## src/rtl/hemaia_reset_sequencer_if.sv

```systemverilog
// Sequence-request channel between a requester (CSR/software) and the reset sequencer.
// Field names keep the sequencer's point of view (_i into the sequencer, _o out of it).
interface hemaia_reset_sequencer_if #(
    parameter int unsigned NumReset = 4,
    parameter int unsigned CntWidth = 8
) ();
    logic                seq_valid_i;
    logic                seq_ready_o;
    logic [NumReset-1:0] seq_mask_i;
    logic [CntWidth-1:0] seq_pulse_i;
    logic [CntWidth-1:0] seq_gap_i;
    logic                seq_ack_o;

    modport slave (
        input  seq_valid_i, seq_mask_i, seq_pulse_i, seq_gap_i,
        output seq_ready_o, seq_ack_o
    );

    modport master (
        output seq_valid_i, seq_mask_i, seq_pulse_i, seq_gap_i,
        input  seq_ready_o, seq_ack_o
    );
endinterface

```

## src/rtl/hemaia_reset_sequencer.sv

```systemverilog
// Reset sequencer: asserts selected channels together for a pulse, then releases them
// one by one in ascending index order with a fixed gap. Runs a power-on sequence first.
module hemaia_reset_sequencer #(
    parameter int unsigned NumReset     = 4,
    parameter int unsigned CntWidth     = 8,
    parameter int unsigned DefaultPulse = 8,
    parameter int unsigned DefaultGap   = 4
) (
    input  logic                  clk_i,
    input  logic                  rst_i,
    hemaia_reset_sequencer_if.slave seq_if,
    output logic                  boot_done_o,
    output logic [NumReset-1:0]   rst_no
);

    typedef enum logic [1:0] {BOOT, IDLE, ASSERT, RELEASE} state_e;

    state_e              state_q;
    logic [NumReset-1:0] rst_n_q;
    logic [NumReset-1:0] pend_q;
    logic [CntWidth-1:0] pulse_q;
    logic [CntWidth-1:0] gap_q;
    logic [CntWidth-1:0] cnt_q;
    logic                ready_q;
    logic                ack_q;
    logic                boot_done_q;
    logic                boot_seq_q;

    logic [NumReset-1:0] low_bit;
    logic [NumReset-1:0] rel_bits;
    logic                rel_last;
    logic                release_now;
    logic                accept;
    logic [CntWidth-1:0] pulse_m1;
    logic [CntWidth-1:0] gap_m1;

    // Lowest pending channel; a zero gap releases every pending channel at once.
    assign low_bit  = pend_q & (~pend_q + NumReset'(1));
    assign rel_bits = (gap_q == '0) ? pend_q : low_bit;
    assign rel_last = ((pend_q & ~rel_bits) == '0);
    assign pulse_m1 = (pulse_q == '0) ? '0 : pulse_q - CntWidth'(1);
    assign gap_m1   = (gap_q == '0) ? '0 : gap_q - CntWidth'(1);
    assign accept   = seq_if.seq_valid_i & ready_q;

    always_comb begin
        release_now = 1'b0;
        if (state_q == ASSERT) begin
            release_now = (cnt_q >= pulse_m1);
        end else if (state_q == RELEASE) begin
            release_now = (pend_q != '0) && (cnt_q >= gap_m1);
        end
    end

    always_ff @(posedge clk_i) begin
        if (rst_i) begin
            state_q     <= BOOT;
            rst_n_q     <= '0;
            pend_q      <= '0;
            pulse_q     <= '0;
            gap_q       <= '0;
            cnt_q       <= '0;
            ready_q     <= 1'b0;
            ack_q       <= 1'b0;
            boot_done_q <= 1'b0;
            boot_seq_q  <= 1'b0;
        end else begin
            ack_q <= 1'b0;
            case (state_q)
                BOOT: begin
                    pend_q     <= '1;
                    pulse_q    <= CntWidth'(DefaultPulse);
                    gap_q      <= CntWidth'(DefaultGap);
                    cnt_q      <= '0;
                    rst_n_q    <= '0;
                    boot_seq_q <= 1'b1;
                    state_q    <= ASSERT;
                end
                IDLE: begin
                    if (accept) begin
                        ready_q    <= 1'b0;
                        pend_q     <= seq_if.seq_mask_i;
                        pulse_q    <= seq_if.seq_pulse_i;
                        gap_q      <= seq_if.seq_gap_i;
                        cnt_q      <= '0;
                        boot_seq_q <= 1'b0;
                        // An empty mask skips straight to completion.
                        if (seq_if.seq_mask_i == '0) begin
                            ack_q   <= 1'b1;
                            state_q <= RELEASE;
                        end else begin
                            rst_n_q <= rst_n_q & ~seq_if.seq_mask_i;
                            state_q <= ASSERT;
                        end
                    end
                end
                ASSERT: begin
                    if (release_now) begin
                        state_q <= RELEASE;
                    end else begin
                        cnt_q <= cnt_q + CntWidth'(1);
                    end
                end
                RELEASE: begin
                    if (pend_q == '0) begin
                        ready_q <= 1'b1;
                        state_q <= IDLE;
                    end else if (!release_now) begin
                        cnt_q <= cnt_q + CntWidth'(1);
                    end
                end
                default: state_q <= BOOT;
            endcase

            if (release_now) begin
                rst_n_q <= rst_n_q | rel_bits;
                pend_q  <= pend_q & ~rel_bits;
                cnt_q   <= '0;
                if (rel_last) begin
                    ack_q <= 1'b1;
                    if (boot_seq_q) begin
                        boot_done_q <= 1'b1;
                    end
                end
            end
        end
    end

    assign rst_no             = rst_n_q;
    assign boot_done_o        = boot_done_q;
    assign seq_if.seq_ready_o = ready_q;
    assign seq_if.seq_ack_o   = ack_q;

endmodule
```

## src/flat_wrapper.sv

```systemverilog
// flat-port wrapper written by rule: the top's interface ports become plain ports
module hemaia_reset_sequencer_flat 
#(
    parameter int unsigned NumReset     = 4,
    parameter int unsigned CntWidth     = 8,
    parameter int unsigned DefaultPulse = 8,
    parameter int unsigned DefaultGap   = 4
)
  (clk_i, rst_i, boot_done_o, rst_no, seq_if_seq_valid_i, seq_if_seq_mask_i, seq_if_seq_pulse_i, seq_if_seq_gap_i, seq_if_seq_ready_o, seq_if_seq_ack_o);
  hemaia_reset_sequencer_if #(.NumReset(NumReset), .CntWidth(CntWidth)) seq_if_i ();
  input  logic clk_i;
  input  logic rst_i;
  output logic boot_done_o;
  output logic [NumReset-1:0] rst_no;
  input wire logic [$bits(seq_if_i.seq_valid_i)-1:0] seq_if_seq_valid_i;
  input wire logic [$bits(seq_if_i.seq_mask_i)-1:0] seq_if_seq_mask_i;
  input wire logic [$bits(seq_if_i.seq_pulse_i)-1:0] seq_if_seq_pulse_i;
  input wire logic [$bits(seq_if_i.seq_gap_i)-1:0] seq_if_seq_gap_i;
  output wire logic [$bits(seq_if_i.seq_ready_o)-1:0] seq_if_seq_ready_o;
  output wire logic [$bits(seq_if_i.seq_ack_o)-1:0] seq_if_seq_ack_o;
  assign seq_if_i.seq_valid_i = seq_if_seq_valid_i;
  assign seq_if_i.seq_mask_i = seq_if_seq_mask_i;
  assign seq_if_i.seq_pulse_i = seq_if_seq_pulse_i;
  assign seq_if_i.seq_gap_i = seq_if_seq_gap_i;
  assign seq_if_seq_ready_o = seq_if_i.seq_ready_o;
  assign seq_if_seq_ack_o = seq_if_i.seq_ack_o;
  hemaia_reset_sequencer #(.NumReset(NumReset), .CntWidth(CntWidth), .DefaultPulse(DefaultPulse), .DefaultGap(DefaultGap)) u_core (.clk_i(clk_i), .rst_i(rst_i), .seq_if(seq_if_i), .boot_done_o(boot_done_o), .rst_no(rst_no));
endmodule
```

## config.mk

```make
export PLATFORM = sky130hd
export DESIGN_NAME = hemaia_reset_sequencer_flat
export DESIGN_NICKNAME = d
export VERILOG_FILES = /design/src/rtl/hemaia_reset_sequencer_if.sv /design/src/rtl/hemaia_reset_sequencer.sv /design/src/flat_wrapper.sv
export SDC_FILE = /design/constraint.sdc
export NUM_CORES = 1
export LEC_CHECK = 0
export CAP_MARGIN = 10
export CORE_ASPECT_RATIO = 1.5
export CORE_MARGIN = 1
export CORE_UTILIZATION = 25
export CTS_BUF_LIST = sky130_fd_sc_hd__clkbuf_8
export CTS_CLUSTER_DIAMETER = 30
export DETAILED_ROUTE_END_ITERATION = 16
export GPL_TIMING_DRIVEN = 0
export SYNTH_ARGS = -nofsm -noshare
export SYNTH_HDL_FRONTEND = slang
export SYNTH_SLANG_ARGS = --single-unit
export TNS_END_PERCENT = 100
```

## constraint.sdc

```tcl
create_clock -name clk_i -period 3.22 [get_ports clk_i]
set_clock_uncertainty 0.2 [all_clocks]
set_input_delay 0.966 -clock clk_i [delete_from_list [all_inputs] [get_ports clk_i]]
set_output_delay 0.966 -clock clk_i [all_outputs]
set_load 0.01 [all_outputs]
```

### After elaboration in Yosys (flattened, before gate mapping)

Index checks and enable logic that the tools add are counted.

* add/sub/neg operators: 4
* shift-type cells: 0
* $lt $le $gt $ge: 2
* equal/unequal tests: 9
* reduce and logical (&&, ||, !) cells: 19
* multipliers: 0
* bitwise gates (word level): 8
* div/mod/pow operators: 0
* multiplexer cells: 33

Operators with widths (count)
* $mux 8: 6
* $pmux 8 s2: 2
* $pmux 8 s4: 1
* $mux 4: 6
* $ge 8x8->1: 2
* $logic_not 8->1: 2
* $pmux 4 s2: 2
* $sub 8x1->8 const B: 2
* $and 4x4->4: 3
* $logic_not 4->1: 3
* $not 4->4: 3
* $reduce_and 3->1: 4
* $mux 1: 10
* $add 8x1->8 const B: 1
* $pmux 2 s4: 1
* $mux 2: 3
* $reduce_and 2->1: 3
* $add 4x1->4 const B: 1
* $eq 2x2->1 const B: 2
* $ne 2x1->1 const B: 2
* $ne 2x2->1 const B: 2
* $or 4x4->4: 1
* $pmux 1 s2: 2
* $reduce_bool 2->1: 2
* other kinds (9): 9

* bits in latches: 0
* bits in read-only memories: 0
* flip-flop bits (word level): 38
* memories: 0
* bits of input ports: 23
* output and inout bits: 7
* bits in writable memories: 0

### Depth between registers and ports, before layout

Gate-level depths: netlist of run 1.

* word-level depth: 9
* gate-level depth with buffers: 14
* gate-level depth less buffers: 13

### Worst setup path after synthesis of run 1

No wires, ideal clock.

* path type: register -> register
* from: register u_core.pulse_q[0]
* to: register u_core.ack_q, in the netlist u_core.seq_if.seq_ack_o
* period minus slack after synthesis: 3.196 ns
* required time: 2.905 ns
* data arrival time: 2.880 ns
* setup slack: 0.024 ns
* buffers on the path: 1
* stages on the path, launching flop included: 15
* setup time: 0.115 ns
* path through: dfxtp_1 inv_1 ha_1 nor2b_1 nand3b_1 or3_1 and2_1 ha_1 nand2b_4 a2111oi_4 or3_4 a21oi_4 or2_4 buf_6 a31o_1

* word-level cells in the longest chain between the ends: 5
* elaborated cells between the ends (all ways): 6
* those cells by class: add/sub: 1; order compare: 1; mux: 3; reduce/logical: 1

Ends and longest elaborated chain
* start, declared: RTL line hemaia_reset_sequencer.sv:21 `logic [CntWidth-1:0] pulse_q;`
* start signal, assigned: RTL line hemaia_reset_sequencer.sv:71 `pulse_q <= CntWidth'(DefaultPulse);`
* start signal, assigned: RTL line hemaia_reset_sequencer.sv:82 `pulse_q <= seq_if.seq_pulse_i;`
* $sub 8x1->8 or $logic_not 8->1 (tied branches): RTL line hemaia_reset_sequencer.sv:41 `assign pulse_m1 = (pulse_q == '0) ? '0 : pulse_q - CntWidth'(1);`
* $mux 8 (*): RTL line hemaia_reset_sequencer.sv:41
* $ge 8x8->1 (*): RTL line hemaia_reset_sequencer.sv:48 `release_now = (cnt_q >= pulse_m1);`
* $mux 1 (*): RTL line hemaia_reset_sequencer.sv:47 `if (state_q == ASSERT) begin`
* $mux 1 (*): RTL line hemaia_reset_sequencer.sv:114 `if (release_now) begin`
* end signal, assigned: RTL line hemaia_reset_sequencer.sv:63 `ack_q <= 1'b0;`
* end signal, assigned: RTL line hemaia_reset_sequencer.sv:67 `ack_q <= 1'b0;`
* end signal, assigned: RTL line hemaia_reset_sequencer.sv:119 `ack_q <= 1'b1;`
* end, declared: RTL line hemaia_reset_sequencer.sv:25 `logic ack_q;`

Every way passes the cells marked *; elsewhere a longest branch is shown, timed or not.
A chain may end at the register's enable or synchronous reset.

### Worst setup path in the final report of run 1

* from: register u_core.pulse_q[0]
* to: register u_core.pend_q[2]

* word-level cells in the longest chain between the ends: 6
* elaborated cells between the ends (all ways): 9
* those cells by class: add/sub: 1; order compare: 1; eq/ne: 1; mux: 3; reduce/logical: 3

Ends and longest elaborated chain
* $sub 8x1->8 or $logic_not 8->1 (tied branches): RTL line hemaia_reset_sequencer.sv:41
* $mux 8 (*): RTL line hemaia_reset_sequencer.sv:41
* $ge 8x8->1 (*): RTL line hemaia_reset_sequencer.sv:48
* $mux 1 (*): RTL line hemaia_reset_sequencer.sv:47
* $ne 3x1->1 (no line) or $reduce_bool 3->1 (tied branches)
* $reduce_and 2->1 (no line)
* end signal, assigned: RTL line hemaia_reset_sequencer.sv:81 `pend_q <= seq_if.seq_mask_i;`
* end signal, assigned: RTL line hemaia_reset_sequencer.sv:116 `pend_q <= pend_q & ~rel_bits;`
* end, declared: RTL line hemaia_reset_sequencer.sv:20 `logic [NumReset-1:0] pend_q;`

Marks and branches as above.

==> impl_results.md, run 1 <==
* Status: finished clean
* Leading cell types by count after synthesis: dfxtp_1, nor2_1, ha_1, nand2_1, a22oi_1
* Post-synth EDFFs at 0
* ANT nets after route at 0
* Initial antenna violation count at 0
* RD Place Congestion at between 0.8 and 0.9
* Worst vdd ir at ~0.00024 V
* Synth Register Bits at 38
* Core Util, Final at around 36%
* Top cells by area, synth: dfxtp_1, ha_1, nor2_1
* CP startpoint: u_core.pulse_q[0]$_SDFFE_PP0P_
* CTS sink count at 38
* Via density at 5.04
* GRT overflow at 0
* Ys Warns at 0
* Delay of the slowest critical-path stage at 510 ps
* Worst r2r src: u_core.pulse_q[0]$_SDFFE_PP0P_
* Count leader, synth: dfxtp_1
* DR WL met2 at ~3400 um
* Cell taking the most area after synthesis: dfxtp_1
* Delay-heaviest family, CP: simple AND/OR/NAND/NOR gates
* Reg2Reg Depth at 14
* WL per Instance at 14.8 um
* Crit. path cell count at 14
* CP Launch Type: register
* Clock Tree Buf Depth at 2
* Slew headroom at approximately a tenth
* Fmax at 315 MHz
* Register area share after synthesis at between 30% and 40%
* Slew Viols, Final at 0
* Dpl ws at -289 ps
* Initial core utilization at 25.9%
* CP arrival at roughly 3200 ps
* Async SR Flop Fraction at 0%
* Share of post-route cells with drive strength above 1 at around 21%
* WP buf/inv at 2
* Vias at 2187
* Top sig layer: met4
* Setup repair after global routing missed its margin: true
* Syn avg cell area at 8.38 um^2
* Cell Area, Synth at approximately 2300 um^2
* Die Wd at around 80 um
* Final setup margin at between 40 and 50 ps
* Initial drt markers at between 100 and 150
* Number of global-route vias before repair at between 2000 and 2500
* Final net count at ~370
* First-pass GRT wire length at roughly 11000 um
* Ant. Diodes at 0
* R2R Setup Slk at 50 ps
* RR Endpoint: u_core.pend_q[2]$_SDFFE_PP0P_
* Drt drc at 0
* Die area at roughly 9500 um^2
* Largest net degree at the start of global routing at 12
* Cell Pwr Density at 368 nW/um^2
* Core footprint at between 8000 and 9000 um^2
* Root Buffer: clkbuf_8
* Fin crit period at about 3200 ps
* Top-area cell type share of the netlist area at around a third
* H-tree depth at 2
* Die H at between 100 and 150 um
* M1 WL at approximately 2700 um
* Min-Delay Path Class: register to register
* Dpl hpwl at between 4000 and 5000 um
* Top FF cell, synth: dfxtp_1
* Worst path slowest cell: or4_4
* Tightest Pin Transition at 1350 ps
* Total of max-cap violations at 0
* Num ports at 30
* Syn_nets at 315
* CTS tree: done
* Row cnt at 42
* Total wire length at between 6000 and 7000 um
* Crit. End Element: register
* Crit path capture: u_core.pend_q[2]$_SDFFE_PP0P_
* Port Buf Inserts at 29
* Yosys cell types at between 50 and 60
* Reg clk slew, reported paths at 80 ps
* Final hold violation count at 0
* CP Cell Sequence: inv_2 -> ha_4 -> nor2b_4 -> nand3b_1 -> or3_4 -> and2_4 -> ha_4 -> nand2b_4 -> a2111oi_4 -> or3_4 -> a21oi_4 -> buf_6 -> or4_4 -> o211ai_1
* Synth-to-layout area growth at 37.6%
* Critical-path maximum fanout at 4
* Clock Latency Late Sink at about 300 ps
* Cts bufs inserted at 5
* Design Power at about 1.2 mW
* WL met3 at 176 um
* WS Path Type: register to register
* Leakage at approximately 1.2 nW
* Drt pass-1 iters at 5
* Cell count after synthesis at roughly 270
* Final worst path period share at between 90 and 100%
* WP data required at approximately 3300 ps
* Final setup violation count at 0
* Total track usage at 14.4%
==> sequential cells by signal, indices dropped and copies added (netlist names) <==
signal / flops
u_core.pend_q: 4
u_core.seq_if.seq_ack_o: 1
u_core.gap_q: 8
u_core.state_q: 2
u_core.boot_done_o: 1
u_core.pulse_q: 8
u_core.rst_no: 4
u_core.boot_seq_q: 1
u_core.cnt_q: 8
u_core.seq_if.seq_ready_o: 1
==> metrics by stage <==
stage | area (um^2) | TNS (ps) | hold slack (ps) | instances
floorplan | 2290 | 0 | 247 | 273
global placement | 2720 | -3790 | 240 | 412
detailed placement | 2720 | -4450 | 247 | 412
CTS | 3070 | 0 | 259 | 431
global route | 3150 | -276 | 292 | 434
finish | 3150 | 0 | 255 | 434
==> placed cells by master (no fill, tap or decap), types with 3 or more instances in the layout <==
cell type | synthesis | layout
a21oi_1 | 11 | 8
a21oi_2 | 0 | 3
a22oi_1 | 14 | 14
a31oi_1 | 3 | 3
and3_1 | 3 | 3
buf_2 | 3 | 3
buf_4 | 0 | 12
clkbuf_1 | 8 | 7
clkbuf_8 | 0 | 6
clkdlybuf4s50_1 | 0 | 29
dfxtp_1 | 38 | 36
ha_1 | 19 | 15
ha_4 | 0 | 3
inv_1 | 9 | 8
mux2i_1 | 3 | 3
nand2_1 | 19 | 19
nand2b_1 | 5 | 4
nand3_1 | 7 | 6
nand3b_1 | 3 | 3
nor2_1 | 34 | 33
nor2b_1 | 8 | 6
nor3_1 | 8 | 6
nor3_2 | 1 | 3
nor4_2 | 0 | 3
nor4_4 | 0 | 3
o211ai_1 | 3 | 3
o21ai_0 | 12 | 10
o22ai_1 | 5 | 5
or3_1 | 5 | 4
xnor2_1 | 7 | 7
xor2_1 | 4 | 4
==> per-layer routing <==
| metal | up-vias | global-route usage [%] |
|---|---|---|
| met5 | - | 0 |
| met4 | 0 | 7.25 |
| met3 | 16 | 2.61 |
| met2 | 50 | 26.1 |
| met1 | 1031 | 15.6 |
| li1 | 1090 | - |
==> logic make-up (layout without fill, tap and decap cells) <==
group | count (synthesis) | in the layout | share of synthesized area (%)
AND/OR/NAND/NOR | 112 | 112 | 25.2
AO/OA/AOI/OAI | 69 | 69 | 21.7
flip-flops | 38 | 38 | 33.3
buffers and inverters | 21 | 72 | 3.94
adder cells (fa/ha/maj) | 19 | 19 | 10.4
XOR/XNOR | 11 | 11 | 4.21
multiplexers | 3 | 3 | 1.31
==> timing repair <==
item,4_1_cts,5_1_grt
buffers inserted,12,3
setup endpoints to repair,18,18
gates cloned,1,0
resized for setup,31,14
hold buffers,0,0
pin swaps,14,9
==> how the worst min path moves through the flow <==
stage / from / endpoint / slack, ps / cells past startpoint
floorplan: u_core.boot_seq_q$_SDFFE_PP0P_ / u_core.boot_seq_q$_SDFFE_PP0P_ / 250 / 2
global placement: u_core.rst_no[0]$_SDFFE_PP0P_ / u_core.rst_no[0]$_SDFFE_PP0P_ / 240 / 2
detailed placement: u_core.rst_no[0]$_SDFFE_PP0P_ / u_core.rst_no[0]$_SDFFE_PP0P_ / 250 / 2
CTS: u_core.rst_no[0]$_SDFFE_PP0P_ / u_core.rst_no[0]$_SDFFE_PP0P_ / 260 / 2
global route: u_core.rst_no[0]$_SDFFE_PP0P_ / u_core.rst_no[0]$_SDFFE_PP0P_ / 290 / 2
finish: u_core.rst_no[0]$_SDFFE_PP0P_ / u_core.rst_no[0]$_SDFFE_PP0P_ / 260 / 2
==> power breakdown <==
group          switching (mW)  internal, mW
clock network           0.182         0.170
registers              0.0269         0.490
logic                   0.147         0.145
==> layout make-up <==
class                           count  area [um^2]
Fill cell                         934         5680
Inverter                            9         33.8
Tap cell                          110          138
Clock buffer                        6         82.6
Clock inverter                      2         8.76
Sequential cell                    38          763
Multi-Input combinational cell    214         1640
Buffer                             11         56.3
Timing Repair Buffer               44          430
==> tightest hold or removal path, delay by kind of cell (launching register included) <==
kind | cells | cell delay (ps)
flip-flops | 1 | 310
AO/OA/AOI/OAI | 1 | 50
buffers and inverters | 1 | 50
Power figures use the tool's default switching activity.
==> run 2, diff against run 1 <==
ABC_CLOCK_PERIOD_IN_PS = 3220   (was default)
==> results of run 2 <==
Final layout, timing and power as in run 1 (identical DEF).
==> run 3, diff against run 2 <==
CAP_MARGIN = 20   (was 10)
==> run 3 against run 2 <==
  * Routed wire length is 1.3% higher
  * Sequential cell count unchanged
  * First-iteration DRC count increased by 6.3%
  * Clock-buffer cell count did not move
  * Largest cell class unchanged
==> impl_results.md, run 3 (synthesis gave the netlist of run 1 again) <==
* CP arrival at roughly 3200 ps
* WP buf/inv at 2
* Cts bufs inserted at 5
* Dpl hpwl at 4570 um
* Commonest non-fill, non-tap cell in the layout: dfxtp_1
* Final setup violation count at 0
* Number of global-route vias before repair at 2294
* Total wire length at 6520 um
* Core Util, Final at a little over a third
* Delay-heaviest family, CP: simple AND/OR/NAND/NOR gates
* Delay of the slowest critical-path stage at 510 ps
* Clock Tree Buf Depth at 2
* ANT nets after route at 0
* Worst vdd ir at around 0.00024 V
* WL per Instance at 15.0 um
* CP Cell Sequence: inv_2 -> ha_4 -> nor2b_4 -> nand3b_1 -> or3_4 -> and2_4 -> ha_4 -> nand2b_4 -> a2111oi_4 -> or3_4 -> a21oi_4 -> buf_6 -> or4_4 -> o211ai_1
* Initial drt markers at 151
* Die area at 9540 um^2
* Final std cells w/o fill at between 400 and 500
* Total track usage at 14.4%
* Sum Neg Setup Slack at 0 ps
* Leakage at 1.17 nW
* Worst path slowest cell: or4_4
* Final net count at between 300 and 400
* Ant. Diodes at 0
* Share of post-route cells with drive strength above 1 at 20.9%
* Synth-to-layout area growth at 38.7%
* Crit. End Element: register
* RD Place Congestion at 0.825
* Hold WS at between 200 and 300 ps
* Port Buf Inserts at 29
* Reg clk slew, reported paths at 80 ps
* Most frequent cells in the layout: dfxtp_1, nor2_1, clkdlybuf4s50_1
* CP Launch Type: register
* Total of max-cap violations at 0
* Final hold violation count at 0
* Die H at about 120 um
* Initial core utilization at between 20 and 30%
* Slew headroom at a little over two fifths
* First-pass GRT wire length at approximately 11000 um
* Initial antenna violation count at 0
* Placed cells at between 400 and 500
* Row cnt at 42
* Root Buffer: clkbuf_8
* Final instance area at around 3200 um^2
* CTS sink count at 38
* WS Path Type: register to register
* Die Wd at around 80 um
* GRT overflow at 0
* Drt drc at 0
* Core footprint at 8830 um^2
* Fin crit period at around 3200 ps
* Largest regs: u_core.cnt_q x8, u_core.gap_q x8, u_core.pulse_q x8
* Final worst path period share at 98.5%
* Tightest Pin Transition at 845 ps
* Min-Delay Path Class: register to register
* Num ports at 30
* WP data required at around 3300 ps
* Via density at just over 5
* Vias at roughly 2200
* Status: finished clean
* Setup repair after global routing missed its margin: true
* Clock Latency Late Sink at approximately 300 ps
* Largest net degree at the start of global routing at 12
* H-tree depth at 2
* Drt pass-1 iters at 5
* DP Area at between 2000 and 3000 um^2
* Cell Pwr Density at 367 nW/um^2
* Fmax at 315 MHz
* Slew Viols, Final at 0
* Critical-path maximum fanout at 4
* CTS tree: done
[run 3: cell count changes in the layout (fill, tap and decap cells not counted)]
cell and change:
buf_4 +1, nor4_2 -2, nor4_4 +2
[run 3: repair_timing]
item	in CTS	in global routing
endpoints found under the setup margin	18	18
hold buffers	0	0
resized for setup	31	16
cloned	1	0
pin swaps	14	9
buffers inserted	12	3
[run 3: final cells by class]
type	instances	area, um^2
plain buffers	11	56.3
clock buffers	6	82.6
clock inverters	2	8.76
fillers	931	5660
inverters	9	33.8
multi-input cells	214	1650
flip-flops and latches	38	763
well taps	110	138
repair buffers	45	438
[run 3: worst register-to-register path: cells and delay by family (launching register included)]
family                     cells  cell delay, ps
buffers and inverters          2             200
AOI/OAI and AO/OA              3             450
and+or+nand+nor                7            1600
adders and majority gates      2             330
DFF                            1             330
[run 3: per-layer routing]
metal	up-vias	track usage, %	wire length [um]
li1	1092	-	-
met5	-	0	0
met1	1052	15.6	2670
met3	17	2.61	186
met4	0	7.25	244
met2	45	26.1	3420
[run 3: through the flow]
stage	power [mW]	worst slack, ps
6_report	1.16	47.1
4_1_cts	1.15	9.74
3_5_place_dp	0.761	-289
3_3_place_gp	0.756	-265
5_1_grt	1.22	-72.7
2_1_floorplan	0.677	24.4
[run 3: path summary, 6_finish.rpt]
kind / from / end / slack [ps] / depth (start not counted)
setup / recovery: u_core.pulse_q[0]$_SDFFE_PP0P_ / u_core.pend_q[2]$_SDFFE_PP0P_ / 50 / 14
hold / removal: u_core.rst_no[0]$_SDFFE_PP0P_ / u_core.rst_no[0]$_SDFFE_PP0P_ / 260 / 2
setup reg to reg: u_core.pulse_q[0]$_SDFFE_PP0P_ / u_core.pend_q[2]$_SDFFE_PP0P_ / 50 / 14
hold reg to reg: u_core.rst_no[0]$_SDFFE_PP0P_ / u_core.rst_no[0]$_SDFFE_PP0P_ / 260 / 2
[run 3: report_power, final]
part | internal (mW) | total (mW) | switching (mW)
Combinational | 0.147 | 0.297 | 0.150
Clock | 0.170 | 0.351 | 0.181
Sequential | 0.490 | 0.517 | 0.0272
